## src/rtl/pc_sequencer.sv

```systemverilog
// Next-PC controller for the single-cycle core: sequential/branch/jump/mret selection,
// trap and ebreak-halt sequencing, EPC/MCAUSE capture and retired-instruction counting.
module pc_sequencer #(
    parameter logic [31:0] RESET_VEC = 32'h0000_0000,
    parameter logic [31:0] MTVEC     = 32'h0000_0100
) (
    input  logic        clk,
    input  logic        rst,
    input  logic [31:0] pc,
    input  logic        stall,
    input  logic        branch_taken,
    input  logic [31:0] branch_target,
    input  logic        jump,
    input  logic [31:0] jump_target,
    input  logic        ecall,
    input  logic        ebreak,
    input  logic        mret,
    input  logic        resume,
    output logic [31:0] pc_next,
    output logic [31:0] epc,
    output logic [3:0]  mcause,
    output logic        trap_active,
    output logic        halted,
    output logic [31:0] instret
);

    typedef enum logic [1:0] {
        ST_RUN  = 2'd0,
        ST_TRAP = 2'd1,
        ST_HALT = 2'd2
    } state_t;

    localparam logic [3:0] CAUSE_MISALIGN = 4'd0;
    localparam logic [3:0] CAUSE_EBREAK   = 4'd3;
    localparam logic [3:0] CAUSE_ECALL    = 4'd11;

    state_t      state_r;
    state_t      state_s;
    logic [31:0] epc_r;
    logic [31:0] epc_s;
    logic [3:0]  mcause_r;
    logic [3:0]  mcause_s;
    logic [31:0] instret_r;
    logic        retire_s;
    logic [31:0] pc_next_s;

    // Next-PC selection, next state and trap-record updates
    always_comb begin
        state_s   = state_r;
        epc_s     = epc_r;
        mcause_s  = mcause_r;
        retire_s  = 1'b0;
        pc_next_s = pc;
        if (rst) begin
            pc_next_s = RESET_VEC;
        end else begin
            case (state_r)
                ST_RUN: begin
                    if (stall) begin
                        pc_next_s = pc;
                    end else if (ecall) begin
                        epc_s    = pc;
                        mcause_s = CAUSE_ECALL;
                        state_s  = ST_TRAP;
                    end else if (ebreak) begin
                        mcause_s = CAUSE_EBREAK;
                        state_s  = ST_HALT;
                    end else if (mret) begin
                        pc_next_s = epc_r;
                        retire_s  = 1'b1;
                    end else if (jump) begin
                        // A misaligned target traps instead of redirecting
                        if (jump_target[1:0] != 2'b00) begin
                            epc_s    = pc;
                            mcause_s = CAUSE_MISALIGN;
                            state_s  = ST_TRAP;
                        end else begin
                            pc_next_s = jump_target;
                            retire_s  = 1'b1;
                        end
                    end else if (branch_taken) begin
                        if (branch_target[1:0] != 2'b00) begin
                            epc_s    = pc;
                            mcause_s = CAUSE_MISALIGN;
                            state_s  = ST_TRAP;
                        end else begin
                            pc_next_s = branch_target;
                            retire_s  = 1'b1;
                        end
                    end else begin
                        pc_next_s = pc + 32'd4;
                        retire_s  = 1'b1;
                    end
                end
                ST_TRAP: begin
                    pc_next_s = MTVEC;
                    state_s   = ST_RUN;
                end
                ST_HALT: begin
                    if (resume) begin
                        pc_next_s = pc + 32'd4;
                        retire_s  = 1'b1;
                        state_s   = ST_RUN;
                    end else begin
                        pc_next_s = pc;
                    end
                end
                default: begin
                    pc_next_s = pc;
                    state_s   = ST_RUN;
                end
            endcase
        end
    end

    // State, trap record and retire counter registers
    always_ff @(posedge clk) begin
        if (rst) begin
            state_r   <= ST_RUN;
            epc_r     <= 32'd0;
            mcause_r  <= 4'd0;
            instret_r <= 32'd0;
        end else begin
            state_r  <= state_s;
            epc_r    <= epc_s;
            mcause_r <= mcause_s;
            if (retire_s) begin
                instret_r <= instret_r + 32'd1;
            end else begin
                instret_r <= instret_r;
            end
        end
    end

    assign pc_next     = pc_next_s;
    assign epc         = epc_r;
    assign mcause      = mcause_r;
    assign instret     = instret_r;
    assign trap_active = (state_r == ST_TRAP);
    assign halted      = (state_r == ST_HALT);

endmodule

```

## config.mk

```make
export PLATFORM = sky130hd
export DESIGN_NAME = pc_sequencer
export DESIGN_NICKNAME = d
export VERILOG_FILES = /design/src/rtl/pc_sequencer.sv
export SDC_FILE = /design/constraint.sdc
export NUM_CORES = 1
export LEC_CHECK = 0
export BUFFER_PORTS_ARGS = -buffer_cell sky130_fd_sc_hd__clkbuf_2
export CORE_UTILIZATION = 30
export CTS_BUF_LIST = sky130_fd_sc_hd__clkbuf_2 sky130_fd_sc_hd__clkbuf_4 sky130_fd_sc_hd__clkbuf_8
export DETAILED_ROUTE_END_ITERATION = 10
export SLEW_MARGIN = 20
export SYNTH_ARGS = -nofsm -noshare
export SYNTH_HDL_FRONTEND = slang
export SYNTH_SLANG_ARGS = --single-unit
export TNS_END_PERCENT = 50
```

## constraint.sdc

```tcl
create_clock -name clk -period 4.7 [get_ports clk]
set_clock_uncertainty 0.2 [all_clocks]
set_input_delay 0.47 -clock clk [delete_from_list [all_inputs] [get_ports clk]]
set_output_delay 0.47 -clock clk [all_outputs]
set_load 0.01 [all_outputs]
```

==> results_dict.tcl <==
set metrics [dict create \
    setup_tns_ns 0 \
    ys_seq_area_frac 0.2221 \
    worstReg2RegStart "state_r[0]$_SDFFE_PP0P_" \
    cp-startpoint "state_r[0]$_SDFFE_PP0P_" \
    holdPathStages 3 \
    synth-main-ff-cell "dfxtp_1" \
    die-area_sq_um 21010 \
    worstSetupStartpointType "flop" \
    reg2regPathDepth 6 \
    drt-initial-drc-count 676 \
    synth_edf_count 0 \
    io_buffer_count 205 \
    grtUsageTotal 0.2403 \
    grt_antenna_before_repair 3 \
    via_per_inst 5.725 \
    slew-limit-headroom 0.3202 \
    clk_latency_ns 0.37 \
    drt_first_pass_iters 8 \
    endpoint "pc_next[16]" \
    vias 7608 \
    r2r_setup_slack_ns 2.33 \
    hp-class "primary input to flop" \
    hpwl_mm 18.54 \
    final_cell_mix "clkbuf_2, nand2_1, nor2_1, a21oi_1, dfxtp_1" \
    synth-seq-cells 68 \
    io_pins 207 \
    yosys_warnings 0 \
    yosysUniqueCellTypes 79 \
    nets 1164 \
    clkSlewWorstSetupHoldPaths_ns 0.08 \
    cts_setup_buffers 0 \
    synth_fa_ha_area_frac 0.004082 \
    p_leak_nw 2.905 \
    slew_violations 0 \
    finalWeightedCongestion 0.9208 \
    power_density_nw_per_um2 220.8 \
    synth_area_sq_um 6130 \
    crit_fanout 13 \
    htree_levels 3 \
    worst_pin_slew_ns 1.016 \
    synthCells 910 \
    peakVddDrop_mv 0.1440 \
    drive_gt1_frac 0.2524 \
    cts_tree "done" \
    async_flop_share 0 \
    die_x_um 144.9 \
    final_common_cell "clkbuf_2" \
    critical-path-top-delay-family "simple AND/OR/NAND/NOR gates" \
    coreArea_sq_um 19720 \
    power.total_mw 1.654 \
    wl_per_cell_um 19.25 \
    synth_top_family_by_area "simple AND/OR/NAND/NOR gates" \
    synth-simple-area-share 0.3217 \
    area_growth_pct 22.17 \
    max_cap_viol_count 0 \
    cp_num_buf_inv 1 \
    cts.repair.resized 0 \
    critPathMostFrequentCell "o211ai_1" \
    dp.cells 1311 \
    final_cell_count_no_fill 1329 \
    rows 51 \
    grt_pass1_wl_mm 39.95 \
    max_freq_mhz 251.2 \
    synth.avg_cell_area_sq_um 6.736 \
    r2r-end "epc[30]$_SDFFE_PP0P_" \
    status "complete, no violations" \
    critPathMaxStageDelay_ns 0.80 \
    cp.depth 7 \
    worst_ep_arrival_time_ns 3.31 \
    grt_pass1_vias 7170 \
    initial_core_util 0.3109 \
    rsz0062_at_grt "false" \
    hold_violations 0 \
    wirelength_mm 25.59 \
    drc 0 \
    numCtsBuffers 9 \
    worstPathRequired_ns 4.03 \
    synth_compound_area_frac 0.2819 \
    synthXorXnorAreaFrac 0.07001 \
    final.fill_count 2119 \
    path_class "flop to output port" \
    fin_crit_ns 3.981 \
    setup_viol 0 \
    drtAntennaViolNets 0 \
    grt_max_degree 68 \
    crit_path_top_delay_cell "nor2_1" \
    crit_chain "or2_2 > nor2_1 > nand2_1 > nor3_1 > o211ai_1 > o211ai_1 > clkbuf_2" \
    synth_nets 1017 \
    die_y_um 144.9 \
    gr-total-overflow 0 \
    cp-end-kind "output port" \
    min_period_over_period 0.8469 \
    cts_root_buf "clkbuf_8" \
    clk_path_buf_depth 2 \
    holdBufCountCts 0 \
    cts_sinks 68 \
    synthMuxAreaShare 0.02674 \
]
-- metal layers --
metal / track usage / share of wire / vias up
li1: - / - / 3617
met3: 0.07704 / 0.11 / 78
met2: 0.3716 / 0.44 / 419
met4: 0.1181 / 0.042 / 2
met1: 0.2988 / 0.41 / 3492
met5: 0 / 0.00043 / -
-- sequential cells by signal, summed over array words and instances, names as in the netlist --
| signal | count |
|---|---|
| instret | 32 |
| epc | 32 |
| state_r | 2 |
| mcause | 2 |
-- worst min path at each step --
stage / startpoint / endpoint / slack [ns]
after floorplan: instret[31]$_SDFFE_PP0P_ / instret[31]$_SDFFE_PP0P_ / 0.28
after global placement: epc[23]$_SDFFE_PP0P_ / epc[23]$_SDFFE_PP0P_ / 0.25
after detailed placement: instret[31]$_SDFFE_PP0P_ / instret[31]$_SDFFE_PP0P_ / 0.26
after CTS: pc[0] / epc[0]$_SDFFE_PP0P_ / 0.11
after global routing: pc[1] / epc[1]$_SDFFE_PP0P_ / 0.13
final: pc[0] / epc[0]$_SDFFE_PP0P_ / 0.12
-- synth_stat cells (4+ instances only) --
master,number,area share
nand2_1,144,0.088
a221o_1,5,0.0082
and4_1,8,0.011
o221ai_1,18,0.026
o21a_1,4,0.0049
and2_1,7,0.0071
mux2i_1,13,0.021
o21ai_0,47,0.038
a22oi_1,4,0.0049
nand4_1,13,0.013
xor2_1,14,0.020
inv_1,10,0.0061
nand3_1,38,0.031
nand3b_1,4,0.0049
a21oi_1,75,0.061
o22ai_1,9,0.0092
a221oi_1,8,0.011
nor3_1,32,0.026
o21ai_1,5,0.0041
o211ai_1,13,0.016
a31oi_1,18,0.018
buf_4,6,0.0073
clkbuf_1,64,0.039
dfxtp_1,68,0.22
a32oi_1,9,0.013
nor2_1,97,0.059
nor4_1,12,0.012
buf_2,8,0.0065
or3_1,12,0.012
and3_1,13,0.013
o31ai_1,7,0.0086
buf_1,7,0.0043
nand4b_1,4,0.0057
xnor2_1,35,0.050
-- report_power, final --
group,internal (mW),switching [mW]
registers,0.594,0.0171
logic,0.160,0.294
clock network,0.325,0.263
-- worst min-delay path, cell delays in order --
cell and delay, ns:
clkbuf_2 0.09, nand2_1 0.05, a21oi_1 0.05
-- logic make-up (layout without fill, tap and decap cells) --
kind of cell,Yosys count,in the layout
AND/OR/NAND/NOR,409,409
AO/OA/AOI/OAI,262,262
buffers and inverters,103,255
flip-flops,68,68
XOR/XNOR,49,49
multiplexers,16,16
adder cells (fa/ha/maj),2,2
other,1,3
-- final cells by class --
| class | count | area [sq um] | area share |
|---|---|---|---|
| diodes | 2 | 5.005 | 0.0006683 |
| clock buffers | 12 | 152.6 | 0.02038 |
| clock inverters | 4 | 72.57 | 0.009691 |
| inverters | 13 | 48.80 | 0.006516 |
| multi-input cells | 739 | 4333 | 0.5786 |
| flip-flops and latches | 68 | 1361 | 0.1818 |
| well taps | 265 | 331.6 | 0.04428 |
| repair buffers | 226 | 1184 | 0.1581 |
-- metrics by stage --
step | area [sq um] | hold WS, ns | util | setup WS, ns
after floorplan | 6130 | 0.2783 | - | 1.790
after global placement | 7258 | 0.2536 | 0.3681 | 1.294
after detailed placement | 7258 | 0.2553 | 0.3681 | 1.245
after CTS | 7483 | 0.1061 | 0.3795 | 0.8387
after global routing | 7483 | 0.1258 | 0.3795 | 0.6586
final | 7488 | 0.1244 | 0.3798 | 0.7195
Note: power is estimated with default switching activity, not from simulation.
